==> src/rtl/row_buffer_pkg.sv <==
// Shared types and elaboration-time helpers for the inter-layer row buffer read side.
package row_buffer_pkg;

  typedef enum logic [1:0] {
    IDLE,
    RUN,
    DRAIN,
    DONE
  } rbr_state_t;

  function automatic int ceil_div(input int a, input int b);
    return (a + b - 1) / b;
  endfunction

  function automatic int hint_len(input int ram_count, input int pixels_per_word);
    return ram_count * pixels_per_word;
  endfunction

  // Number of K-row windows that fit in in_rows at stride s: floor((in_rows-k)/s)+1.
  function automatic int out_rows(input int in_rows, input int k, input int s);
    return ceil_div(in_rows - k + 1, s);
  endfunction

  function automatic int idx_width(input int n);
    return (n > 1) ? $clog2(n) : 1;
  endfunction

endpackage

==> src/rtl/row_buffer_reader_if.sv <==
// Valid/ready row stream from the buffer reader to row2pe: one full padded row per beat.
interface row_buffer_reader_if #(
  parameter int DATA_W = 224,
  parameter int KW     = 2
);
  logic [DATA_W-1:0] data;
  logic [KW-1:0]     k;
  logic              valid;
  logic              ready;
  logic              last;

  modport master (output data, k, valid, last, input ready);
  modport slave  (input data, k, valid, last, output ready);
endinterface

==> src/rtl/row_buffer_rd_fifo.sv <==
// Two-entry fall-through FIFO: an entry pushed into an empty FIFO is visible (and poppable) the same cycle.
module row_buffer_rd_fifo #(
  parameter int WIDTH = 8
) (
  input  logic             clk,
  input  logic             rst,
  input  logic             i_push,
  input  logic [WIDTH-1:0] i_wdata,
  input  logic             i_pop,
  output logic             o_valid,
  output logic [WIDTH-1:0] o_rdata,
  output logic [1:0]       o_count
);

  logic [WIDTH-1:0] r_mem [2];
  logic             r_wr_ptr;
  logic             r_rd_ptr;
  logic [1:0]       r_count;

  logic w_empty;
  logic w_store;
  logic w_take;

  assign w_empty = (r_count == 2'd0);
  assign w_store = i_push && !(i_pop && w_empty);
  assign w_take  = i_pop && !w_empty;

  assign o_valid = !w_empty || i_push;
  assign o_rdata = !w_empty ? r_mem[r_rd_ptr] : (i_push ? i_wdata : '0);
  assign o_count = r_count;

  // NOTE: storage has no reset; occupancy alone says which entries are meaningful.
  always_ff @(posedge clk) begin
    if (w_store) r_mem[r_wr_ptr] <= i_wdata;
  end

  always_ff @(posedge clk or posedge rst) begin
    if (rst) begin
      r_wr_ptr <= 1'b0;
      r_rd_ptr <= 1'b0;
      r_count  <= 2'd0;
    end else begin
      if (w_store) r_wr_ptr <= ~r_wr_ptr;
      if (w_take)  r_rd_ptr <= ~r_rd_ptr;
      r_count <= r_count + 2'(w_store) - 2'(w_take);
    end
  end

endmodule

==> src/rtl/row_buffer_reader.sv <==
// Reads buffered rows in K-row sliding-window order (stride S) and streams them to row2pe.
module row_buffer_reader
  import row_buffer_pkg::*;
#(
  parameter int DATA_WIDTH       = 8,
  parameter int LAST_Iw          = 7,
  parameter int BUFFER_RAM_COUNT = 4,
  parameter int IN_ROWS          = 25,
  parameter int K                = 3,
  parameter int S                = 1,
  parameter int ADDR_WIDTH       = 32,
  parameter int ROW_WIDTH        = 10
) (
  input  logic                          clk,
  input  logic                          rst,
  input  logic                          buffer_reader_en,
  input  logic [ROW_WIDTH-1:0]          rows_avail,
  output logic                          buffer_reader_ram_rden    [BUFFER_RAM_COUNT],
  output logic [ADDR_WIDTH-1:0]         buffer_reader_ram_rd_addr [BUFFER_RAM_COUNT],
  input  logic [LAST_Iw*DATA_WIDTH-1:0] buffer_reader_ram_rd_data [BUFFER_RAM_COUNT],
  row_buffer_reader_if.master           row2pe,
  output logic                          buffer_reader_busy,
  output logic                          buffer_reader_done
);

  localparam int LW       = LAST_Iw * DATA_WIDTH;
  localparam int HINT_W   = hint_len(BUFFER_RAM_COUNT, LAST_Iw) * DATA_WIDTH;
  localparam int KW       = idx_width(K);
  localparam int OUT_ROWS = out_rows(IN_ROWS, K, S);
  localparam int BEATS    = OUT_ROWS * K;
  localparam int CW       = $clog2(BEATS + 1);
  localparam int EW       = HINT_W + KW + 1;

  if (IN_ROWS >= (1 << ROW_WIDTH)) begin : g_bad_row_width
    $error("row_buffer_reader: IN_ROWS does not fit in ROW_WIDTH");
  end
  if (K > IN_ROWS || S < 1) begin : g_bad_window
    $error("row_buffer_reader: window does not fit the stored rows");
  end

  rbr_state_t          r_state;
  logic [ROW_WIDTH-1:0] r_base;
  logic [KW-1:0]        r_k;
  logic [CW-1:0]        r_issued;
  logic                 r_rden;
  logic [ROW_WIDTH-1:0] r_addr;
  logic [KW-1:0]        r_k1;
  logic                 r_last1;
  logic                 r_rd_vld;
  logic [KW-1:0]        r_k2;
  logic                 r_last2;
  logic                 r_busy;
  logic                 r_done;

  logic [ROW_WIDTH-1:0] w_row;
  logic [HINT_W-1:0]    w_row_data;
  logic [EW-1:0]        w_fifo_rdata;
  logic                 w_fifo_valid;
  logic [1:0]           w_fifo_count;
  logic                 w_pop;
  logic [2:0]           w_used;
  logic                 w_issue;
  logic                 w_issue_last;

  for (genvar i = 0; i < BUFFER_RAM_COUNT; i++) begin : g_ram
    assign buffer_reader_ram_rden[i]    = r_rden;
    assign buffer_reader_ram_rd_addr[i] = ADDR_WIDTH'(r_addr);
    assign w_row_data[i*LW +: LW]       = buffer_reader_ram_rd_data[i];
  end

  assign w_row = r_base + ROW_WIDTH'(r_k);
  assign w_pop = w_fifo_valid && row2pe.ready;

  // Rows held in the FIFO plus the two read-pipeline stages never exceed the FIFO depth.
  assign w_used       = 3'(w_fifo_count) + 3'(r_rden) + 3'(r_rd_vld) - 3'(w_pop);
  assign w_issue      = (r_state == RUN) && (w_row < rows_avail) && (w_used < 3'd2);
  assign w_issue_last = w_issue && (r_issued == CW'(BEATS - 1));

  row_buffer_rd_fifo #(
    .WIDTH(EW)
  ) u_fifo (
    .clk    (clk),
    .rst    (rst),
    .i_push (r_rd_vld),
    .i_wdata({w_row_data, r_k2, r_last2}),
    .i_pop  (w_pop),
    .o_valid(w_fifo_valid),
    .o_rdata(w_fifo_rdata),
    .o_count(w_fifo_count)
  );

  assign row2pe.valid                           = w_fifo_valid;
  assign {row2pe.data, row2pe.k, row2pe.last}   = w_fifo_rdata;
  assign buffer_reader_busy                     = r_busy;
  assign buffer_reader_done                     = r_done;

  always_ff @(posedge clk or posedge rst) begin
    if (rst) begin
      r_state  <= IDLE;
      r_base   <= '0;
      r_k      <= '0;
      r_issued <= '0;
      r_rden   <= 1'b0;
      r_addr   <= '0;
      r_k1     <= '0;
      r_last1  <= 1'b0;
      r_rd_vld <= 1'b0;
      r_k2     <= '0;
      r_last2  <= 1'b0;
      r_busy   <= 1'b0;
      r_done   <= 1'b0;
    end else begin
      r_rden   <= w_issue;
      r_rd_vld <= r_rden;
      r_k2     <= r_k1;
      r_last2  <= r_last1;
      r_done   <= 1'b0;

      if (w_issue) begin
        r_addr   <= w_row;
        r_k1     <= r_k;
        r_last1  <= w_issue_last;
        r_issued <= r_issued + 1'b1;
        if (r_k == KW'(K - 1)) begin
          r_k    <= '0;
          r_base <= r_base + ROW_WIDTH'(S);
        end else begin
          r_k <= r_k + 1'b1;
        end
      end

      case (r_state)
        IDLE: begin
          if (buffer_reader_en) begin
            r_state  <= RUN;
            r_busy   <= 1'b1;
            r_base   <= '0;
            r_k      <= '0;
            r_issued <= '0;
          end
        end
        RUN: begin
          if (w_issue_last) r_state <= DRAIN;
        end
        DRAIN: begin
          // Popping the beat tagged last empties both the FIFO and the read pipeline.
          if (w_pop && row2pe.last) begin
            r_state <= DONE;
            r_busy  <= 1'b0;
            r_done  <= 1'b1;
          end
        end
        default: r_state <= IDLE;
      endcase
    end
  end

endmodule

==> src/flat_wrapper.sv <==
// flat-port wrapper written by rule: the top's interface ports become plain ports
module row_buffer_reader_flat import row_buffer_pkg::*;
#(
  parameter int DATA_WIDTH       = 8,
  parameter int LAST_Iw          = 7,
  parameter int BUFFER_RAM_COUNT = 4,
  parameter int IN_ROWS          = 25,
  parameter int K                = 3,
  parameter int S                = 1,
  parameter int ADDR_WIDTH       = 32,
  parameter int ROW_WIDTH        = 10
)
  (clk, rst, buffer_reader_en, rows_avail, buffer_reader_ram_rden, buffer_reader_ram_rd_addr, buffer_reader_ram_rd_data, buffer_reader_busy, buffer_reader_done, row2pe_data, row2pe_k, row2pe_valid, row2pe_last, row2pe_ready);
  row_buffer_reader_if #(.DATA_W((((4) * (7)) * (8))), .KW((2))) row2pe_i ();
  input  logic clk;
  input  logic rst;
  input  logic buffer_reader_en;
  input  logic [ROW_WIDTH-1:0] rows_avail;
  output logic buffer_reader_ram_rden[BUFFER_RAM_COUNT];
  output logic [ADDR_WIDTH-1:0] buffer_reader_ram_rd_addr[BUFFER_RAM_COUNT];
  input  logic [LAST_Iw*DATA_WIDTH-1:0] buffer_reader_ram_rd_data[BUFFER_RAM_COUNT];
  output logic buffer_reader_busy;
  output logic buffer_reader_done;
  output wire logic [$bits(row2pe_i.data)-1:0] row2pe_data;
  output wire logic [$bits(row2pe_i.k)-1:0] row2pe_k;
  output wire logic [$bits(row2pe_i.valid)-1:0] row2pe_valid;
  output wire logic [$bits(row2pe_i.last)-1:0] row2pe_last;
  input wire logic [$bits(row2pe_i.ready)-1:0] row2pe_ready;
  assign row2pe_data = row2pe_i.data;
  assign row2pe_k = row2pe_i.k;
  assign row2pe_valid = row2pe_i.valid;
  assign row2pe_last = row2pe_i.last;
  assign row2pe_i.ready = row2pe_ready;
  row_buffer_reader #(.DATA_WIDTH(DATA_WIDTH), .LAST_Iw(LAST_Iw), .BUFFER_RAM_COUNT(BUFFER_RAM_COUNT), .IN_ROWS(IN_ROWS), .K(K), .S(S), .ADDR_WIDTH(ADDR_WIDTH), .ROW_WIDTH(ROW_WIDTH)) u_core (.clk(clk), .rst(rst), .buffer_reader_en(buffer_reader_en), .rows_avail(rows_avail), .buffer_reader_ram_rden(buffer_reader_ram_rden), .buffer_reader_ram_rd_addr(buffer_reader_ram_rd_addr), .buffer_reader_ram_rd_data(buffer_reader_ram_rd_data), .row2pe(row2pe_i), .buffer_reader_busy(buffer_reader_busy), .buffer_reader_done(buffer_reader_done));
endmodule
==> config.mk <==
export PLATFORM = sky130hd
export DESIGN_NAME = row_buffer_reader_flat
export DESIGN_NICKNAME = d
export VERILOG_FILES = /design/src/rtl/row_buffer_pkg.sv /design/src/rtl/row_buffer_reader_if.sv /design/src/rtl/row_buffer_rd_fifo.sv /design/src/rtl/row_buffer_reader.sv /design/src/flat_wrapper.sv
export SDC_FILE = /design/constraint.sdc
export NUM_CORES = 1
export LEC_CHECK = 0
export ABC_CLOCK_PERIOD_IN_PS = 15900
export CELL_PAD_IN_SITES_DETAIL_PLACEMENT = 2
export CELL_PAD_IN_SITES_GLOBAL_PLACEMENT = 2
export CORE_MARGIN = 2
export CORE_UTILIZATION = 32
export DETAILED_ROUTE_END_ITERATION = 8
export GPL_TIMING_DRIVEN = 0
export PLACE_DENSITY_LB_ADDON = 0.2
export SETUP_SLACK_MARGIN = 0.02
export SYNTH_ARGS = -nofsm -noshare
export SYNTH_HDL_FRONTEND = slang
export SYNTH_HIERARCHICAL = 1
export SYNTH_SLANG_ARGS = --single-unit
export TNS_END_PERCENT = 20
==> constraint.sdc <==
create_clock -name clk -period 15.9 [get_ports clk]
set_input_delay 1.59 -clock clk [delete_from_list [all_inputs] [get_ports clk]]
set_output_delay 1.59 -clock clk [all_outputs]
set_load 0.05 [all_outputs]
==> out/results.tsv <==
metric	value	unit
timing.final.hold_violations	0	
intPower	0.00352	W
critical-path-top-delay-family	buffers and inverters	
htree_levels	2	
status	finished clean	
rsz0062_at_grt	no	
max_stage_delay	890	ps
crit_required	14310	ps
synth_commonest_cells	454 x edfxtp_1, 235 x nand3_1, 230 x mux2i_1, 191 x o21ai_0, 126 x buf_4	
path_buf_inv	4	
cts_root_buffer	clkbuf_16	
grt_max_degree	56	
synthFlopType	edfxtp_1	
vias	16013	
drt_iter0_drc	758	
synth_cell_types	47	
power.total	0.00677	W
synth.most_common_cell	edfxtp_1	
die_area	71500	µm²
seq_area_frac_synth	66.5	%
post_cts_resized	0	
ys_top_cells_by_area	edfxtp_1 61%, mux2i_1 10%, nand3_1 5.3%, dfrtp_1 5.1%, o21ai_0 4.3%	
port_buffers	511	
dpl_cell_area	29100	µm²
vias_per_cell	4.87	
drtAntennaViolNets	0	
antenna_found_initial	19	
drtPass1Iterations	5	
fin_crit	5330	ps
min_path_type	reg -> reg	
p_seq_share	25.9	%
clock_path_buffers	3	
end_kind	output pin	
power.density	219	nW/µm²
slew_headroom	27.1	%
critPathArrivalTime	3740	ps
finalMaxSlewViolations	0	
worstPathMaxFanout	10	
clock_latency	620	ps
worst_clock_skew	20.8	ps
wl_per_cell	24.0	µm
wirelength	79000	µm
grtUsageMet1	24.9	%
rrSetupSlack	11440	ps
finalInstanceArea	30900	µm²
top_usage_layer	met2	
hpwl	56900	µm
power.leakage	11.3	nW
grt-ovfl-total	0	
grt_pass1_vias	17840	
clock.fmax	188	MHz
cts_tree	done	
die_h	267	µm
cts_setup_buffers	0	
grtUsageMet2	38.4	%
power_frac_clock	18.6	%
cap_violations	0	
gr-usage-all-layers	21.4	%
syn_avg_cell_area	13.6	µm²
comb_power_share	55.5	%
fp.dieW	267	µm
ios	600	
cpMostUsedCell	clkbuf_1	
finalSetupViolations	0	
synth_seq_cells	499	
clkSlewWorstSetupHoldPaths	60	ps
p_sw_share	48.0	%
rows	96	
yosysWarningCount	6	
route.detailed.drc	0	
gp_congestion	0.777	
layout-drive-gt1-share	12.0	%
path_cells	buf_2 > clkbuf_1 > clkbuf_1 > nand3_1 > o21ai_0 > clkdlybuf4s50_1	
synth_edf_count	454	
cts.sinks	499	
yosysTopAreaCell	edfxtp_1	
core_area	68600	µm²
p_sw	0.00325	W
cts_inserted_buffers	57	
fin_crit_sh	33.5	%
yosysTopAreaCellShare	61.4	%
areaGrowthSynthToFinish	39.2	%
start_util	32.4	%
grtUsageMet3	5.18	%
ir_drop	0.000100	V
cts_hold_buf	0	
synth_cells	1629	
critPathSlowestCell	clkdlybuf4s50_1	
worstSetupPathType	reg -> out	
final_nets	2561	
grt_pass1_wl	115000	µm
synth-async-reset-ratio	9.02	%
tightest_slew	1090	ps
syn-cell-area	22200	µm²
critPathLaunchType	register	
layout make-up:
type	count	area, µm²
Multi-Input combinational cell	960	6180
Inverter	26	97.6
Antenna cell	13	32.5
Clock buffer	81	1540
Tap cell	931	1160
Buffer	231	1490
Clock inverter	24	210
Timing Repair Buffer	525	5430
Fill cell	6810	37700
Sequential cell	499	14800
flip-flops by register name, summed over array words and instances (netlist names), 2 cells and up:
signal and cells:
u_core/r_base 10, u_core/r_k 2, u_core/r_state 2, u_core/r_k1 2, u_core/u_fifo/o_count 2, u_core/r_k2 2, u_core/u_fifo/r_mem 454, u_core/r_issued 7
u_core/r_addr 10
metrics by stage:
step                instances  TNS [ps]  utilization [%]  hold slack, ps  setup slack, ps
detailed placement       3172         0             42.5             376            10680
global route             3286         0             45.0             394            10270
CTS                      3277         0             45.0             385            10460
floorplan                1716         0                -             354             3180
finish                   3290         0             45.1             384            10570
global placement         3158  -1140930             42.0             370            -5060
cell families (layout without fill, tap and decap cells):
logic type,Yosys count,in the layout,share of synthesized area (%)
adders and majority gates,23,23,1.36
and+or+nand+nor,330,330,7.46
muxes,237,237,10.7
buffers and inverters,257,887,7.16
AOI/OAI and AO/OA,268,268,6.22
xor gates and xnor gates,14,14,0.552
other,1,101,0.0169
DFF,499,499,66.5
final timing paths:
kind,cells past startpoint,startpoint,endpoint
min in group asynchronous,2,rst,u_core/u_fifo/o_count[0]
worst max register to register,16,u_core/r_rd_vld,u_core/r_addr[4]
worst min register to register,0,u_core/r_last1,u_core/r_last2
worst min-delay path,0,u_core/r_last1,u_core/r_last2
worst max-delay path,6,u_core/r_rd_vld,row2pe_data[58]
max in group asynchronous,3,rst,u_core/r_addr[8]
cell usage in the layout, fill, tap and decap left out, types with 7 or more instances in the layout:
cell,instances
clkbuf_1,68
mux2i_1,230
clkbuf_16,58
a21oi_1,16
xnor2_1,8
clkinv_1,12
nand3_1,235
buf_6,12
buf_2,41
buf_4,126
clkdlybuf4s50_1,511
o21ai_1,50
diode_2,13
mux2_2,7
dfrtp_1,45
buf_12,10
inv_1,25
nor2_1,11
o21ai_0,191
edfxtp_1,454
conb_1,88
nand2_1,42
or3_1,10
ha_1,21
metal layers:
layer,part of all wire (%),vias up
met5,0.10,-
met4,2.8,14
met3,5.6,119
met2,53,381
met1,39,8240
li1,-,7259
power groups by stage:
stage	clock, W	combinational, W	sequential, W
floorplan	0	0.00237	0.00183
global placement	0	0.00370	0.00190
detailed placement	0	0.00379	0.00178
CTS	0.00130	0.00381	0.00175
global route	0.00134	0.00395	0.00177
finish	0.00126	0.00376	0.00175
worst register-to-register path, delay by kind of cell (launching register included):
family | cells | cell delay [ps]
and+or+nand+nor | 6 | 1400
adders and majority gates | 3 | 1080
buffers and inverters | 5 | 960
muxes | 1 | 380
DFF | 1 | 370
AOI/OAI and AO/OA | 1 | 180
Note: power is estimated with default switching activity, not from simulation.
